## src/rtl/gps_pkg.sv

```systemverilog
`default_nettype none
// +----------------------------------------------------------------------+
// | gps_pkg: ASCII constants, gate FSM encoding and hex-digit decoder.   |
// | Revision: 1.0                                                        |
// +----------------------------------------------------------------------+
package gps_pkg;

    localparam logic [7:0] C_ASCII_DOLLAR = 8'h24;
    localparam logic [7:0] C_ASCII_STAR   = 8'h2A;
    localparam logic [7:0] C_ASCII_COMMA  = 8'h2C;

    localparam int unsigned C_STATE_W = 3;
    localparam logic [C_STATE_W-1:0] C_ST_IDLE  = 3'd0;
    localparam logic [C_STATE_W-1:0] C_ST_HDR   = 3'd1;
    localparam logic [C_STATE_W-1:0] C_ST_BODY  = 3'd2;
    localparam logic [C_STATE_W-1:0] C_ST_CK_HI = 3'd3;
    localparam logic [C_STATE_W-1:0] C_ST_CK_LO = 3'd4;
    localparam logic [C_STATE_W-1:0] C_ST_CHECK = 3'd5;
    localparam logic [C_STATE_W-1:0] C_ST_DRAIN = 3'd6;

    // Returns {ok, nibble}; only uppercase A-F are accepted as hex letters.
    function automatic logic [4:0] hex_nib(input logic [7:0] b);
        logic [4:0] r;
        r = 5'd0;
        if (b >= 8'h30 && b <= 8'h39) begin
            r = {1'b1, b[3:0]};
        end else if (b >= 8'h41 && b <= 8'h46) begin
            r = {1'b1, b[3:0] + 4'd9};
        end
        return r;
    endfunction

endpackage
`default_nettype wire

```

## src/rtl/nmea_line_buf.sv

```systemverilog
`default_nettype none
// +----------------------------------------------------------------------+
// | nmea_line_buf: single-port sentence store with registered read.      |
// | Revision: 1.0                                                        |
// +----------------------------------------------------------------------+
module nmea_line_buf #(
    parameter int unsigned DEPTH = 82,
    parameter int unsigned AW    = 7
) (
    input  logic          clk,
    input  logic          rst,
    input  logic          wr_en,
    input  logic [AW-1:0] wr_addr,
    input  logic [7:0]    wr_data,
    input  logic          rd_en,
    input  logic [AW-1:0] rd_addr,
    output logic [7:0]    rd_data
);

    logic [7:0] r_mem [DEPTH];
    logic [7:0] r_rd_data;

    always_ff @(posedge clk) begin
        if (wr_en) begin
            r_mem[wr_addr] <= wr_data;
        end
    end

    // Read data holds when rd_en is low, which keeps the output stable under stall.
    always_ff @(posedge clk) begin
        if (rst) begin
            r_rd_data <= 8'd0;
        end else if (rd_en) begin
            r_rd_data <= r_mem[rd_addr];
        end
    end

    assign rd_data = r_rd_data;

endmodule
`default_nettype wire

```

## src/rtl/nmea_sentence_gate.sv

```systemverilog
`default_nettype none
// +----------------------------------------------------------------------+
// | nmea_sentence_gate: frames NMEA sentences, verifies checksum and     |
// | forwards matching sentences as a valid/ready byte stream.            |
// | Revision: 1.0                                                        |
// +----------------------------------------------------------------------+
module nmea_sentence_gate
    import gps_pkg::*;
#(
    parameter int unsigned MAX_LEN = 82,
    parameter logic [39:0] SEL_ID  = "GPGLL"
) (
    input  logic        clk,
    input  logic        rst,
    input  logic [7:0]  rx_data,
    input  logic        rx_valid,
    output logic [7:0]  out_data,
    output logic        out_valid,
    input  logic        out_ready,
    output logic        out_last,
    output logic        busy,
    output logic        err_cksum,
    output logic        err_len,
    output logic        err_frame,
    output logic [15:0] ok_cnt,
    output logic [15:0] drop_cnt
);

    localparam int unsigned AW = $clog2(MAX_LEN + 1);
    localparam logic [AW-1:0] C_MAX_PTR  = AW'(MAX_LEN);
    localparam logic [AW-1:0] C_HDR_LAST = AW'(5);

    logic [C_STATE_W-1:0] r_state, w_next_state;
    logic [AW-1:0] r_ptr, r_rd_idx;
    logic [7:0]    r_xor;
    logic [3:0]    r_ck_hi;
    logic          r_ck_match, r_out_valid, r_out_last;
    logic          r_err_len, r_err_frame, r_err_cksum;
    logic [15:0]   r_ok_cnt, r_drop_cnt;

    logic          w_is_dollar, w_is_star, w_hdr_match;
    logic [4:0]    w_hex;
    logic [7:0]    w_rcv;
    logic [39:0]   w_sel_shift;
    logic [2:0]    w_hdr_idx;
    logic          w_wr_en, w_rd_en, w_load, w_ok, w_drop;
    logic          w_err_len, w_err_frame, w_err_cksum;
    logic [AW-1:0] w_wr_addr, w_rd_addr;
    logic [7:0]    w_rd_data;

    assign w_is_dollar = (rx_data == C_ASCII_DOLLAR);
    assign w_is_star   = (rx_data == C_ASCII_STAR);
    assign w_hex       = hex_nib(rx_data);
    assign w_rcv       = {r_ck_hi, w_hex[3:0]};
    // ptr 1..5 selects ID characters 0..4, most significant byte first
    assign w_hdr_idx   = r_ptr[2:0] - 3'd1;
    assign w_sel_shift = SEL_ID << {w_hdr_idx, 3'b000};
    assign w_hdr_match = (rx_data == w_sel_shift[39:32]);
    assign w_load      = !r_out_valid || out_ready;

    always_ff @(posedge clk) begin
        if (rst) begin
            r_state <= C_ST_IDLE;
        end else begin
            r_state <= w_next_state;
        end
    end

    always_comb begin
        w_next_state = r_state;
        case (r_state)
            C_ST_IDLE:  if (rx_valid && w_is_dollar) w_next_state = C_ST_HDR;
            C_ST_HDR: begin
                if (rx_valid) begin
                    if (!w_hdr_match)             w_next_state = C_ST_IDLE;
                    else if (r_ptr == C_HDR_LAST) w_next_state = C_ST_BODY;
                end
            end
            C_ST_BODY: begin
                if (rx_valid) begin
                    if (w_is_star)                w_next_state = C_ST_CK_HI;
                    else if (w_is_dollar)         w_next_state = C_ST_HDR;
                    else if (r_ptr == C_MAX_PTR)  w_next_state = C_ST_IDLE;
                end
            end
            C_ST_CK_HI: if (rx_valid) w_next_state = w_hex[4] ? C_ST_CK_LO : C_ST_IDLE;
            C_ST_CK_LO: if (rx_valid) w_next_state = w_hex[4] ? C_ST_CHECK : C_ST_IDLE;
            C_ST_CHECK: w_next_state = r_ck_match ? C_ST_DRAIN : C_ST_IDLE;
            C_ST_DRAIN: if (r_out_valid && out_ready && r_out_last) w_next_state = C_ST_IDLE;
            default:    w_next_state = C_ST_IDLE;
        endcase
    end

    always_comb begin
        w_wr_en     = 1'b0;
        w_wr_addr   = r_ptr;
        w_rd_en     = 1'b0;
        w_rd_addr   = r_rd_idx;
        w_err_len   = 1'b0;
        w_err_frame = 1'b0;
        w_err_cksum = 1'b0;
        w_drop      = 1'b0;
        w_ok        = 1'b0;
        case (r_state)
            C_ST_IDLE: begin
                w_wr_en   = rx_valid && w_is_dollar;
                w_wr_addr = '0;
            end
            C_ST_HDR:   w_wr_en = rx_valid;
            C_ST_BODY: begin
                if (rx_valid && w_is_dollar) begin
                    w_wr_en     = 1'b1;
                    w_wr_addr   = '0;
                    w_err_frame = 1'b1;
                    w_drop      = 1'b1;
                end else if (rx_valid && !w_is_star) begin
                    w_wr_en   = (r_ptr != C_MAX_PTR);
                    w_err_len = (r_ptr == C_MAX_PTR);
                    w_drop    = w_err_len;
                end
            end
            C_ST_CK_HI: begin
                w_err_cksum = rx_valid && !w_hex[4];
                w_drop      = w_err_cksum;
            end
            // A bad checksum is flagged at the CK_LO edge so the pulse lands in CHECK.
            C_ST_CK_LO: begin
                w_err_cksum = rx_valid && (!w_hex[4] || (w_rcv != r_xor));
                w_drop      = w_err_cksum;
            end
            C_ST_CHECK: begin
                w_ok      = r_ck_match;
                w_rd_en   = r_ck_match;
                w_rd_addr = '0;
            end
            C_ST_DRAIN: begin
                w_rd_en     = w_load && (r_rd_idx < r_ptr);
                w_err_frame = rx_valid;
            end
            default: ;
        endcase
    end

    always_ff @(posedge clk) begin
        if (rst) begin
            r_ptr       <= '0;
            r_rd_idx    <= '0;
            r_xor       <= 8'd0;
            r_ck_hi     <= 4'd0;
            r_ck_match  <= 1'b0;
            r_out_valid <= 1'b0;
            r_out_last  <= 1'b0;
            r_err_len   <= 1'b0;
            r_err_frame <= 1'b0;
            r_err_cksum <= 1'b0;
            r_ok_cnt    <= 16'd0;
            r_drop_cnt  <= 16'd0;
        end else begin
            r_err_len   <= w_err_len;
            r_err_frame <= w_err_frame && !w_err_len;
            r_err_cksum <= w_err_cksum && !w_err_frame && !w_err_len;
            if (w_ok && r_ok_cnt != 16'hFFFF)     r_ok_cnt   <= r_ok_cnt + 16'd1;
            if (w_drop && r_drop_cnt != 16'hFFFF) r_drop_cnt <= r_drop_cnt + 16'd1;
            case (r_state)
                C_ST_IDLE: begin
                    if (rx_valid && w_is_dollar) begin
                        r_ptr <= AW'(1);
                        r_xor <= 8'd0;
                    end
                end
                C_ST_HDR: begin
                    if (rx_valid) begin
                        r_ptr <= r_ptr + AW'(1);
                        r_xor <= r_xor ^ rx_data;
                    end
                end
                C_ST_BODY: begin
                    if (rx_valid && w_is_dollar) begin
                        r_ptr <= AW'(1);
                        r_xor <= 8'd0;
                    end else if (rx_valid && !w_is_star && r_ptr != C_MAX_PTR) begin
                        r_ptr <= r_ptr + AW'(1);
                        r_xor <= r_xor ^ rx_data;
                    end
                end
                C_ST_CK_HI: if (rx_valid) r_ck_hi <= w_hex[3:0];
                C_ST_CK_LO: if (rx_valid) r_ck_match <= w_hex[4] && (w_rcv == r_xor);
                C_ST_CHECK: begin
                    r_rd_idx    <= AW'(1);
                    r_out_valid <= r_ck_match;
                    r_out_last  <= r_ck_match && (r_ptr == AW'(1));
                end
                C_ST_DRAIN: begin
                    if (w_load) begin
                        r_out_valid <= w_rd_en;
                        r_out_last  <= w_rd_en && (r_rd_idx == r_ptr - AW'(1));
                        if (w_rd_en) r_rd_idx <= r_rd_idx + AW'(1);
                    end
                end
                default: ;
            endcase
        end
    end

    nmea_line_buf #(
        .DEPTH (MAX_LEN),
        .AW    (AW)
    ) u_line_buf (
        .clk     (clk),
        .rst     (rst),
        .wr_en   (w_wr_en),
        .wr_addr (w_wr_addr),
        .wr_data (rx_data),
        .rd_en   (w_rd_en),
        .rd_addr (w_rd_addr),
        .rd_data (w_rd_data)
    );

    assign out_data  = w_rd_data;
    assign out_valid = r_out_valid;
    assign out_last  = r_out_last;
    assign busy      = (r_state != C_ST_IDLE);
    assign err_cksum = r_err_cksum;
    assign err_len   = r_err_len;
    assign err_frame = r_err_frame;
    assign ok_cnt    = r_ok_cnt;
    assign drop_cnt  = r_drop_cnt;

endmodule
`default_nettype wire

```

## config.mk

```make
export PLATFORM = sky130hd
export DESIGN_NAME = nmea_sentence_gate
export DESIGN_NICKNAME = d
export VERILOG_FILES = /design/src/rtl/gps_pkg.sv /design/src/rtl/nmea_line_buf.sv /design/src/rtl/nmea_sentence_gate.sv
export SDC_FILE = /design/constraint.sdc
export NUM_CORES = 1
export LEC_CHECK = 0
export BUFFER_PORTS_ARGS = -buffer_cell sky130_fd_sc_hd__buf_2
export CORE_MARGIN = 2
export CORE_UTILIZATION = 30
export CTS_BUF_LIST = sky130_fd_sc_hd__clkbuf_2 sky130_fd_sc_hd__clkbuf_4 sky130_fd_sc_hd__clkbuf_8
export CTS_CLUSTER_SIZE = 25
export DETAILED_ROUTE_END_ITERATION = 10
export HOLD_SLACK_MARGIN = 0.1
export PLACE_DENSITY_LB_ADDON = 0.15
export REMOVE_ABC_BUFFERS = 1
export SYNTH_ARGS = -nofsm -noshare
export SYNTH_HDL_FRONTEND = slang
export SYNTH_SLANG_ARGS = --single-unit
```

## constraint.sdc

```tcl
create_clock -name clk -period 5.3 [get_ports clk]
set_input_delay 0.795 -clock clk [delete_from_list [all_inputs] [get_ports clk]]
set_output_delay 0.795 -clock clk [all_outputs]
set_load 0.01 [all_outputs]
```

==> results.ini <==
[setup_path]
slowest_delay_ns = 0.87
cp_data_required_time_ns = 6.01
crit_path_cell_trace = and3b_2 -> nor2_4 -> o21ai_0 -> o21ai_0 -> a21oi_1 -> nor4_1 -> a31oi_1 -> a311oi_1
setup.worst_path.class = flip-flop to flip-flop
cp_num_cells = 8
worstRegToRegCells = 8
cp_slowest_cell = nor4_1
cp.arrival_ns = 5.17
crit_path_frequent_cell = o21ai_0
critPathMaxFanout = 21
critical_path_buf_inv_count = 0
cp_top_family = simple AND/OR/NAND/NOR gates
start_kind = flip-flop
worstSetupEndpointType = flip-flop

[floorplanning]
die_area_sq_um = 106000
start_util_pct = 30.2
io_pins = 58
core-area_sq_um = 103000
dieWidth_um = 326
rows = 118
die_y_um = 326

[sta]
hold_violations = 0
setup-violations-final = 0
drv_slew = 0
rsz0062_at_grt = false
slew_headroom_pct = 15.1
fin_crit_ns = 4.46
fin_tns_setup_ns = 0
finalCritPeriodShare_pct = 84.2
max_freq_ghz = 0.224
setup_slack_ns = 0.838
skew_ns = 0.0529
holdWs_ns = 0.474
tightest_slew_ns = 1.27

[power_and_ir_drop]
p_switching_mw = 2.73
power_frac_seq_pct = 51.4
intPower_mw = 9.52
power_mw = 12.2
p_comb_share_pct = 2.3
ir_drop_mv = 0.227
p_leak_nw = 11.5
power.density_nw_per_um2 = 339
p_sw_share_pct = 22.3
power.share.clock_pct = 46.3

[yosys]
synth_seq_cells = 731
synthMuxAreaShare_pct = 5.87
synth_ff_type = edfxtp_1
yosys.area_share.simple_pct = 10.2
synth_compound_area_share_pct = 11.1
synth_cells = 2326
synth_cell_types = 93
synthAdderAreaFrac_pct = 0.803
synth_top_family_by_area = compound AO/OA/AOI/OAI gates
ys.warnings.count = 0
syn_area_sq_um = 31100
synth_xor_area_share_pct = 1.41
synthArstFlopShare_pct = 0
avgSynthCellArea_sq_um = 13.4
yosysSeqAreaShare_pct = 68.1
synth_edf_count = 656

[clock_tree]
post-cts-setup-buffers = 0
ctsHoldBuffers = 0
clockBufferDepth = 3
clock_sinks = 731
clk_pin_slew_ns = 0.06
h-tree-depth = 4
cts_tree = yes
cts_resized = 0
insertion_delay_ns = 0.82
cts_buffers = 135
cts-root-buf = clkbuf_8

[global_routing]
grt_pass1_vias = 20800
busiest_layer = met2
grt_use_total_pct = 19.5
antenna_found_initial = 8
grt_pass1_wl_um = 150000
grtUsageMet2_pct = 30.6
grt_max_degree = 106
use_met3_pct = 5.62
grt_use_met1_pct = 26.1
grt-ovfl-total = 0

[routing]
wl_per_cell_um = 26.4
vias = 20700
ant_nets = 0
drt_iter0_markers = 2071
routed_wl_um = 105000
drt_pre_antenna_iters = 5
drc_errors = 0
avgViaCountPerCell = 5.25

[layout]
register_area_sq_um = 21200
multi_input_area_sq_um = 9170
final_nets = 2491
fin_cells = 3954
areaGrowthSynthToFinish_pct = 16.0
fillCellCount = 10100
drive_gt1_share_pct = 18.3

[placement]
dpl.cell_count = 3702
dp.final_hpwl_um = 66300
dp_slack_ns = 0.933
portBuffers = 57
gp_congestion = 0.837

[job]
maxCapViolCount = 0

[worst_hold_path]
hold_depth = 1
hold_path.class = input port to flip-flop

[status]
outcome = finished, final reports clean

==> path summary, 6_finish.rpt <==
path / from / to / slack [ns]
worst max-delay path: r_state[1] / u_line_buf.rd_data[3] / 0.84
worst min register to register: drop_cnt[8] / drop_cnt[8] / 0.51
worst max register to register: r_state[1] / u_line_buf.rd_data[3] / 0.84
worst min-delay path: rx_data[4] / u_line_buf.r_mem[28][4] / 0.47
==> cells in the final DEF, fill, tap and decap left out, types with 10 or more instances in the layout <==
cell	count
buf_2	49
o21ai_0	92
ha_1	20
or3_1	10
o221ai_1	25
clkbuf_8	142
xor2_1	21
nor2_1	213
o22ai_1	35
clkinv_2	18
dfxtp_1	72
nor3_1	30
buf_4	94
a21oi_1	115
a211oi_1	63
nand3_1	60
edfxtp_1	656
clkinv_1	27
nor2b_1	41
mux4_2	14
a31oi_1	42
nand2_1	179
clkbuf_4	39
a2111oi_0	10
nand4_1	23
mux2i_1	99
and3_1	31
inv_1	33
nand2b_1	11
xnor2_1	29
mux2_2	44
o211ai_1	27
==> power by group through the flow <==
| stage | Clock [mW] | Combinational [mW] | Sequential, mW |
|---|---|---|---|
| floorplan | 0 | 0.0889 | 6.41 |
| global placement | 0 | 0.280 | 6.41 |
| detailed placement | 0 | 0.284 | 6.41 |
| CTS | 5.82 | 0.285 | 6.29 |
| global route | 6.06 | 0.304 | 6.29 |
| finish | 5.67 | 0.281 | 6.29 |
==> layout make-up <==
cell class	count	share of cell area (%)
clock buffer	181	6.22
inverter	35	0.364
antenna	3	0.0208
clock inverter	68	1.58
timing repair buffer	149	2.95
multi-input combinational	1407	25.4
tap	1380	4.78
sequential	731	58.7
==> cell families (layout without fill, tap and decap cells) <==
family,Yosys count,in the layout
adders and majority gates,20,20
and+or+nand+nor,663,663
other,0,3
DFF,731,731
xor gates and xnor gates,50,50
AOI/OAI and AO/OA,515,515
muxes,159,159
buffers and inverters,188,433
==> state kept, by name, summed over array words and instances, names as in the netlist <==
register            flops
drop_cnt               16
r_ck_hi                 4
u_line_buf.r_mem      656
err_cksum               1
r_ck_match              1
r_xor                   8
err_frame               1
out_last                1
r_rd_idx                7
u_line_buf.rd_data      8
r_state                 3
err_len                 1
r_ptr                   7
out_valid               1
ok_cnt                 16
==> metrics by stage <==
stage | utilization [%] | cell area [sq um]
floorplan | - | 30500
global route | 35.0 | 36100
CTS | 35.0 | 36100
finish | 35.0 | 36100
global placement | 32.3 | 33300
detailed placement | 32.3 | 33300
==> routing by layer <==
layer  wire length (um)  vias to the layer above
met3               8400                      177
met1              45500                    10600
met4               2510                        8
met2              48100                      780
li1                   -                     9223
met5                 51                        -
==> synth_stat cells, types with 36 or more instances <==
cell type  instances  area (sq um)
clkbuf_1          61           229
a211oi_1          63           473
o22ai_1           36           225
nand3_1           60           300
mux2_2            44           495
buf_2             63           315
a31oi_1           42           263
o21ai_0           92           460
nand2_1          181           679
dfxtp_1           75          1500
nor2_1           215           807
edfxtp_1         656         19700
a21oi_1          115           576
mux2i_1           99           991
nor2b_1           41           257
==> worst register-to-register path: stages, from the launching register on <==
cell and delay, ns:
dfxtp_1 0.69, and3b_2 0.55, nor2_4 0.80, o21ai_0 0.20, o21ai_0 0.62, a21oi_1 0.14, nor4_1 0.87, a31oi_1 0.19
a311oi_1 0.32
Power figures use the tool's default switching activity.
